[config.mk]
export PLATFORM = sky130hd
export DESIGN_NAME = instr_fetch
export DESIGN_NICKNAME = d
export VERILOG_FILES = /design/src/rtl/instr_fetch.sv
export SDC_FILE = /design/constraint.sdc
export NUM_CORES = 1
export LEC_CHECK = 0
export CAP_MARGIN = 20
export CORE_ASPECT_RATIO = 1.1
export CORE_MARGIN = 2
export CORE_UTILIZATION = 25
export DETAILED_ROUTE_END_ITERATION = 16
export SYNTH_ARGS = -nofsm -noshare
export SYNTH_HDL_FRONTEND = slang
export SYNTH_SLANG_ARGS = --single-unit
[constraint.sdc]
create_clock -name clk -period 2.5 [get_ports clk]
set_input_delay 0.625 -clock clk [delete_from_list [all_inputs] [get_ports clk]]
set_output_delay 0.625 -clock clk [all_outputs]
set_load 0.005 [all_outputs]
[src/rtl/instr_fetch.sv]
// Fetch stage between the 1-cycle synchronous program ROM and decode: issues ROM reads,
// buffers up to two words behind a valid/ready handshake, and flushes on redirects.
// Optional performance counters are enabled by defining IFETCH_PERF_CNT_EN.
`ifndef CODE_ADDR_WIDTH
`define CODE_ADDR_WIDTH 13
`endif

module instr_fetch #(
    parameter int                    ADDR_WIDTH = `CODE_ADDR_WIDTH,
    parameter logic [ADDR_WIDTH-1:0] RESET_PC   = '0
) (
    input  logic                  clk,
    input  logic                  rst_n,
    output logic [ADDR_WIDTH-1:0] rom_addr,
    input  logic [15:0]           rom_data,
    input  logic                  redirect_valid,
    input  logic [ADDR_WIDTH-1:0] redirect_addr,
    input  logic                  halt,
    output logic                  instr_valid,
    input  logic                  instr_ready,
    output logic [15:0]           instr,
    output logic [ADDR_WIDTH-1:0] instr_pc
`ifdef IFETCH_PERF_CNT_EN
    ,
    output logic [31:0]           perf_fetched,
    output logic [31:0]           perf_stall
`endif
);

    logic [ADDR_WIDTH-1:0] pc;
    logic [ADDR_WIDTH-1:0] issue_pc;
    logic                  inflight;

    logic                  out_valid;
    logic [15:0]           out_word;
    logic [ADDR_WIDTH-1:0] out_pc;

    logic                  skid_valid;
    logic [15:0]           skid_word;
    logic [ADDR_WIDTH-1:0] skid_pc;

    logic                  fire;
    logic                  issue;
    logic                  capture;
    logic                  cap_to_out;
    logic [1:0]            occupancy;

    // occupancy never exceeds 2 because issue is throttled, so 2 bits are enough
    always_comb begin
        fire       = out_valid & instr_ready;
        rom_addr   = redirect_valid ? redirect_addr : pc;
        occupancy  = 2'(out_valid) + 2'(skid_valid) + 2'(inflight) - 2'(fire);
        issue      = !halt && (redirect_valid || (occupancy < 2'd2));
        capture    = inflight & !redirect_valid;
        cap_to_out = !out_valid || (fire && !skid_valid);
    end

    always_ff @(posedge clk or negedge rst_n) begin
        if (!rst_n) begin
            pc         <= RESET_PC;
            issue_pc   <= '0;
            inflight   <= 1'b0;
            out_valid  <= 1'b0;
            out_word   <= '0;
            out_pc     <= '0;
            skid_valid <= 1'b0;
            skid_word  <= '0;
            skid_pc    <= '0;
        end else begin
            inflight <= issue;
            if (issue) begin
                pc       <= rom_addr + ADDR_WIDTH'(1);
                issue_pc <= rom_addr;
            end else if (redirect_valid) begin
                pc <= redirect_addr;
            end

            if (redirect_valid) begin
                out_valid  <= 1'b0;
                skid_valid <= 1'b0;
            end else begin
                if (capture && cap_to_out) begin
                    out_valid <= 1'b1;
                    out_word  <= rom_data;
                    out_pc    <= issue_pc;
                end else if (fire) begin
                    if (skid_valid) begin
                        out_word <= skid_word;
                        out_pc   <= skid_pc;
                    end else begin
                        out_valid <= 1'b0;
                    end
                end

                // older skid entry moves forward before the new word lands behind it
                if (capture && !cap_to_out) begin
                    skid_valid <= 1'b1;
                    skid_word  <= rom_data;
                    skid_pc    <= issue_pc;
                end else if (fire) begin
                    skid_valid <= 1'b0;
                end
            end
        end
    end

    assign instr_valid = out_valid;
    assign instr       = out_word;
    assign instr_pc    = out_pc;

`ifdef IFETCH_PERF_CNT_EN
    always_ff @(posedge clk or negedge rst_n) begin
        if (!rst_n) begin
            perf_fetched <= '0;
            perf_stall   <= '0;
        end else begin
            if (fire) begin
                perf_fetched <= perf_fetched + 32'd1;
            end
            if (out_valid && !instr_ready) begin
                perf_stall <= perf_stall + 32'd1;
            end
        end
    end
`endif

`ifndef SYNTHESIS
    a_no_overflow: assert property (@(posedge clk) disable iff (!rst_n)
        !(capture && out_valid && skid_valid));
`endif

endmodule
==> impl_metrics.py, run 1 <==
metrics = {
    "run_status": {
        "status": "finished, final reports clean",
    },
    "timing": {
        "finalCritPeriodShare_pct": 98.8,
        "slew_headroom_pct": 64.6,
        "tightest_slew_ps": 530,
        "hold_violations": 0,
        "max_clock_freq_ghz": 0.405,
        "skew_ps": 8.20,
        "fin_crit_ps": 2470,
        "slew_viol_final": 0,
        "rsz0062_at_grt": "no",
        "setup_viol": 0,
    },
    "setup_path": {
        "cp_num_buf_inv": 2,
        "cp_slowest_cell": "clkdlybuf4s50_1",
        "crit_path_start_kind": "input port",
        "arrival_ps": 1840,
        "worstPathRequired_ps": 1880,
        "path_cells": "clkdlybuf4s50_1 > mux2_2 > clkdlybuf4s50_1",
        "critPathMaxStageDelay_ps": 450,
        "critical_path.most_common_cell": "clkdlybuf4s50_1",
        "rr_worst_depth": 10,
        "crit_fanout": 3,
        "critPathTopFamily": "buffers and inverters",
        "critPathKind": "input port to output pin",
        "crit_cells": 3,
        "endpoint_kind": "output pin",
    },
    "clocking": {
        "ctsHoldBuffers": 0,
        "clockRootBuffer": "clkbuf_16",
        "cts_made_buffers": 9,
        "clkSinkCount": 87,
        "cts_max_level": 3,
        "clk_path_buf_depth": 2,
        "path_clk_slew_ps": 70,
        "clk_latency_ps": 340,
        "cts_tree": "yes",
    },
    "layout": {
        "drive_gt1_share_pct": 21.2,
        "utilization_pct": 36.3,
        "fin_nets": 433,
        "antennaDiodeCount": 0,
        "fill_cells": 1476,
        "syn2layout_area_growth_pct": 41.5,
    },
    "place": {
        "gp_congestion": 0.790,
        "port_buffers": 76,
        "dp_hpwl_um": 6400,
    },
    "route": {
        "drtIter0Drc": 120,
        "ant_nets": 0,
        "first_pass_iters": 4,
        "drt-total-wl_um": 8920,
        "via_per_inst": 4.50,
        "post_drt_wl_per_cell_um": 14.9,
        "drcViolationCount": 0,
        "num_vias": 2687,
    },
    "grt": {
        "first_global_vias": 2860,
        "grt_pass1_wl_um": 14700,
        "overflow": 0,
        "grt_start_max_net_pins": 44,
        "antenna_found_initial": 0,
        "grt_usage_pct": 11.7,
    },
    "yosys": {
        "syn_area_mm2": 0.00387,
        "synthCells": 293,
        "ys_top_cells_by_count": "87 x dfrtp_1, 29 x a21o_1, 29 x a22o_1, 29 x mux2_1, 17 x mux2_2",
        "synth_top_cell_by_area": "dfrtp_1",
        "synth_edf_count": 0,
        "synthArstFlopShare_pct": 100,
        "synth.area.top_cells": "dfrtp_1 56%, mux2_1 8.4%, a22o_1 6.6%",
        "syn_nets": 330,
        "synth-main-ff-cell": "dfrtp_1",
        "yosysMostFrequentCell": "dfrtp_1",
        "yosys_warnings": 0,
        "synth_area_per_cell_um2": 13.2,
        "synth_cell_types": 32,
        "synth_top_area_share_pct": 56.2,
        "ys_ff_latch": 87,
        "yosysSeqAreaShare_pct": 56.2,
    },
    "floorplan": {
        "dieArea_mm2": 0.0165,
        "die-width_um": 123,
        "die_height_um": 135,
        "ios": 77,
        "rows": 47,
        "start_util_pct": 25.6,
        "core_region_area_mm2": 0.0151,
    },
    "min_path": {
        "hp-class": "input port to async pin",
    },
    "power_and_ir_drop": {
        "cellLeakagePower_uw": 0.00254,
        "power_density_mw_per_mm2": 799,
        "p_total_uw": 4380,
        "peakVddDrop_uv": 295,
    },
    "job": {
        "max-cap-violations": 0,
    },
}
## path summary, 6_finish.rpt
check	from	end	slack (ps)
worst max-delay path	redirect_addr[9]	rom_addr[9]	30
worst min-delay path	rst_n	pc[5]	190
worst max register to register	instr_valid	issue_pc[3]	150
worst min register to register	instr[7]	instr[7]	470
max in group asynchronous	rst_n	instr[2]	1690
min in group clk	instr[7]	instr[7]	470
## metrics by stage
stage	instances	setup TNS, ps	instance area, µm²	hold WS (ps)	setup WS (ps)
3_5_place_dp	578	-17480	5120	466	-589
3_3_place_gp	578	-17320	5120	458	-552
6_report	597	0	5480	187	30.2
2_1_floorplan	293	-354	3900	329	-70.7
4_1_cts	595	0	5460	188	10.4
5_1_grt	597	0	5480	203	5.28
## flip-flops by register name, summed over array words and instances (netlist names), 13 cells and up
signal	count
pc	13
issue_pc	13
instr	16
instr_pc	13
skid_pc	13
skid_word	16
## cell usage in the layout (no fill, tap or decap), drive strengths merged
master / n
a2111oi: 1
a21o: 29
a21oi: 10
a22o: 29
a22oi: 2
and2: 1
buf: 35
bufbuf: 1
bufinv: 1
clkbuf: 12
clkdlybuf4s50: 69
clkinv: 3
clkinvlp: 1
dfrtp: 87
dlymetal6s2s: 4
ha: 3
inv: 8
mux2: 51
mux2i: 3
nand2: 7
nand2b: 3
nand3: 7
nand3b: 2
nand4: 9
nand4b: 2
nor2: 4
nor2b: 1
o21ai: 3
or2: 1
xnor2: 11
xor2: 1
## worst register-to-register path: cells and delay by family, from the launching register on
family / cells / cell delay (ps)
AO/OA/AOI/OAI: 1 / 150
AND/OR/NAND/NOR: 2 / 280
adder cells (fa/ha/maj): 2 / 560
multiplexers: 2 / 580
buffers and inverters: 3 / 230
flip-flops: 1 / 450
## routing by layer
| metal | vias up | global-route usage, % | wire length, µm |
|---|---|---|---|
| met3 | 13 | 2.74 | 360 |
| li1 | 1285 | - | - |
| met5 | - | 0 | 0 |
| met1 | 1323 | 15.2 | 4160 |
| met4 | 0 | 5.75 | 195 |
| met2 | 66 | 18.3 | 4210 |
## where the power goes
group	switching [µW]	internal [µW]	leakage, µW
sequential	212	1780	0.00105
combinational	358	654	0.00133
clock	549	827	0.000152
## logic make-up (layout without fill, tap and decap cells)
logic type | Yosys count | after routing | share of synthesized area, %
DFF | 87 | 87 | 56.2
AOI/OAI and AO/OA | 74 | 74 | 15.1
muxes | 54 | 54 | 16.2
and+or+nand+nor | 37 | 37 | 5.62
buffers and inverters | 26 | 134 | 3.26
xor gates and xnor gates | 12 | 12 | 2.71
adders and majority gates | 3 | 3 | 0.969
## area by class of cell
type,instances,area (µm²),share of cell area (%)
sequential,87,2180,39.7
multi-input combinational,180,1610,29.3
timing repair buffer,110,1110,20.3
clock buffer,11,253,4.61
tap,196,245,4.47
clock inverter,5,56.3,1.03
inverter,8,30.0,0.548
## what timing repair did
action | CTS | global route
pin swaps | 0 | 1
setup endpoints to repair | 34 | 15
setup buffers | 0 | 2
gates cloned | 1 | 0
endpoints found under the hold margin | 0 | 0
gates resized for setup | 5 | 7
No activity file was read; power rests on OpenSTA's default activity.
==> inputs of run 2 (changes only) <==
--- a/config.mk
+++ b/config.mk
@@ -8,8 +8,9 @@
 export CAP_MARGIN = 20
 export CORE_ASPECT_RATIO = 1.1
 export CORE_MARGIN = 2
-export CORE_UTILIZATION = 25
+export CORE_UTILIZATION = 46
 export DETAILED_ROUTE_END_ITERATION = 16
+export PLACE_DENSITY = 0.75
 export SYNTH_ARGS = -nofsm -noshare
 export SYNTH_HDL_FRONTEND = slang
 export SYNTH_SLANG_ARGS = --single-unit
==> impl_metrics.py, run 2 (same netlist as run 1, synthesis figures left out) <==
metrics = {
    "run_status": {
        "status": "finished, final reports clean",
    },
    "setup_path": {
        "endpoint_kind": "output pin",
        "crit_path_start_kind": "input port",
        "rr_worst_depth": 10,
        "critPathKind": "input port to output pin",
        "r2r_start": "instr_valid",
        "startpoint": "redirect_addr[4]",
        "rrSetupSlack_ps": 100,
        "r2r_end": "issue_pc[12]",
        "crit_fanout": 3,
        "worstPathRequired_ps": 1880,
        "arrival_ps": 1840,
    },
    "clocking": {
        "clk_path_buf_depth": 2,
        "clkSinkCount": 87,
        "cts_tree": "yes",
        "cts_made_buffers": 9,
        "cts_max_level": 3,
        "path_clk_slew_ps": 90,
        "clockRootBuffer": "clkbuf_8",
        "clk_latency_ps": 350,
    },
    "route": {
        "num_vias": 2694,
        "ant_nets": 0,
        "drt-total-wl_um": 8010,
        "first_pass_iters": 4,
        "drcViolationCount": 0,
        "post_drt_wl_per_cell_um": 15.6,
        "via_per_inst": 5.25,
        "drtIter0Drc": 118,
    },
    "timing": {
        "max_clock_freq_ghz": 0.406,
        "fin_crit_ps": 2460,
        "setup_viol": 0,
        "slew_headroom_pct": 69.7,
        "tns_ps": 0,
        "slew_viol_final": 0,
        "finalCritPeriodShare_pct": 98.6,
        "hold_violations": 0,
        "tightest_slew_ps": 454,
        "skew_ps": 10.7,
        "rsz0062_at_grt": "no",
    },
    "layout": {
        "fin_cells": 513,
        "fin_nets": 434,
        "syn2layout_area_growth_pct": 35.7,
        "layout_commonest_cell": "dfrtp_1",
        "mostFrequentLayoutCells": "86 x dfrtp_1, 72 x clkdlybuf4s50_1, 29 x a22o_1, 29 x a21o_1, 29 x mux2_1",
        "antennaDiodeCount": 0,
        "stdcell_area_mm2": 0.00526,
        "drive_gt1_share_pct": 21.6,
    },
    "place": {
        "gp_congestion": 0.860,
        "port_buffers": 76,
        "dp.cells": 494,
        "placed_area_mm2": 0.00501,
        "dp_hpwl_um": 5380,
    },
    "floorplan": {
        "ios": 77,
        "core_region_area_mm2": 0.00828,
        "start_util_pct": 46.8,
        "rows": 35,
        "dieArea_mm2": 0.00917,
        "die-width_um": 91.5,
        "die_height_um": 100,
    },
    "min_path": {
        "hp-class": "input port to async pin",
    },
    "power_and_ir_drop": {
        "peakVddDrop_uv": 347,
        "power_density_mw_per_mm2": 743,
        "p_total_uw": 3900,
        "cellLeakagePower_uw": 0.00246,
    },
    "job": {
        "max-cap-violations": 0,
    },
    "grt": {
        "grt_start_max_net_pins": 88,
        "antenna_found_initial": 0,
        "grt_usage_pct": 18.3,
        "overflow": 0,
        "grt_pass1_wl_um": 13400,
        "first_global_vias": 2766,
    },
}
-- run 2: power breakdown --
part / switching [µW] / internal [µW] / total, µW
Sequential: 216 / 1780 / 1990
Combinational: 356 / 667 / 1020
Clock: 519 / 369 / 888
Total: 1090 / 2810 / 3900
-- run 2: final cells by class --
cell class                 count  area, µm²
fill                         613       3020
sequential                    87       2180
multi-input combinational    180       1600
timing repair buffer         111       1130
tap                          111        139
clock buffer                   9        124
clock inverter                 7       55.1
inverter                       8       30.0
-- run 2: per-stage QoR --
| stage | hold slack, ps | utilization [%] | worst slack (ps) |
|---|---|---|---|
| 2_1_floorplan | 329 | - | -70.7 |
| 3_3_place_gp | 457 | 60.6 | -549 |
| 3_5_place_dp | 464 | 60.6 | -653 |
| 4_1_cts | 309 | 63.3 | -20.1 |
| 5_1_grt | 317 | 63.5 | 10.4 |
| 6_report | 297 | 63.5 | 35.6 |
-- run 2: worst max path at each step --
stage                   end  slack [ps]  depth (start not counted)
5_1_grt         rom_addr[4]          10                          3
3_5_place_dp    issue_pc[1]        -650                         11
3_3_place_gp    issue_pc[1]        -550                         11
4_1_cts        issue_pc[12]         -20                         11
2_1_floorplan  issue_pc[11]         -70                         11
6_report        rom_addr[4]          40                          3
-- run 2: worst max-delay path, cell delays in order --
cell and delay [ps]:
clkdlybuf4s50_1 450, mux2_2 310, clkdlybuf4s50_1 450
-- run 2: timing repair --
action	in CTS	in global routing
buffers inserted	1	0
pin swaps	0	2
hold buffers	0	0
gates cloned	1	1
gates resized for setup	5	6
endpoints found under the setup margin	36	16
-- run 2: per-layer routing --
layer,routed length [µm],track usage (%),up-vias
met5,0,0,-
met4,99,8.51,0
met3,280,2.78,8
met2,4030,31.0,65
met1,3590,23.2,1342
li1,-,-,1279
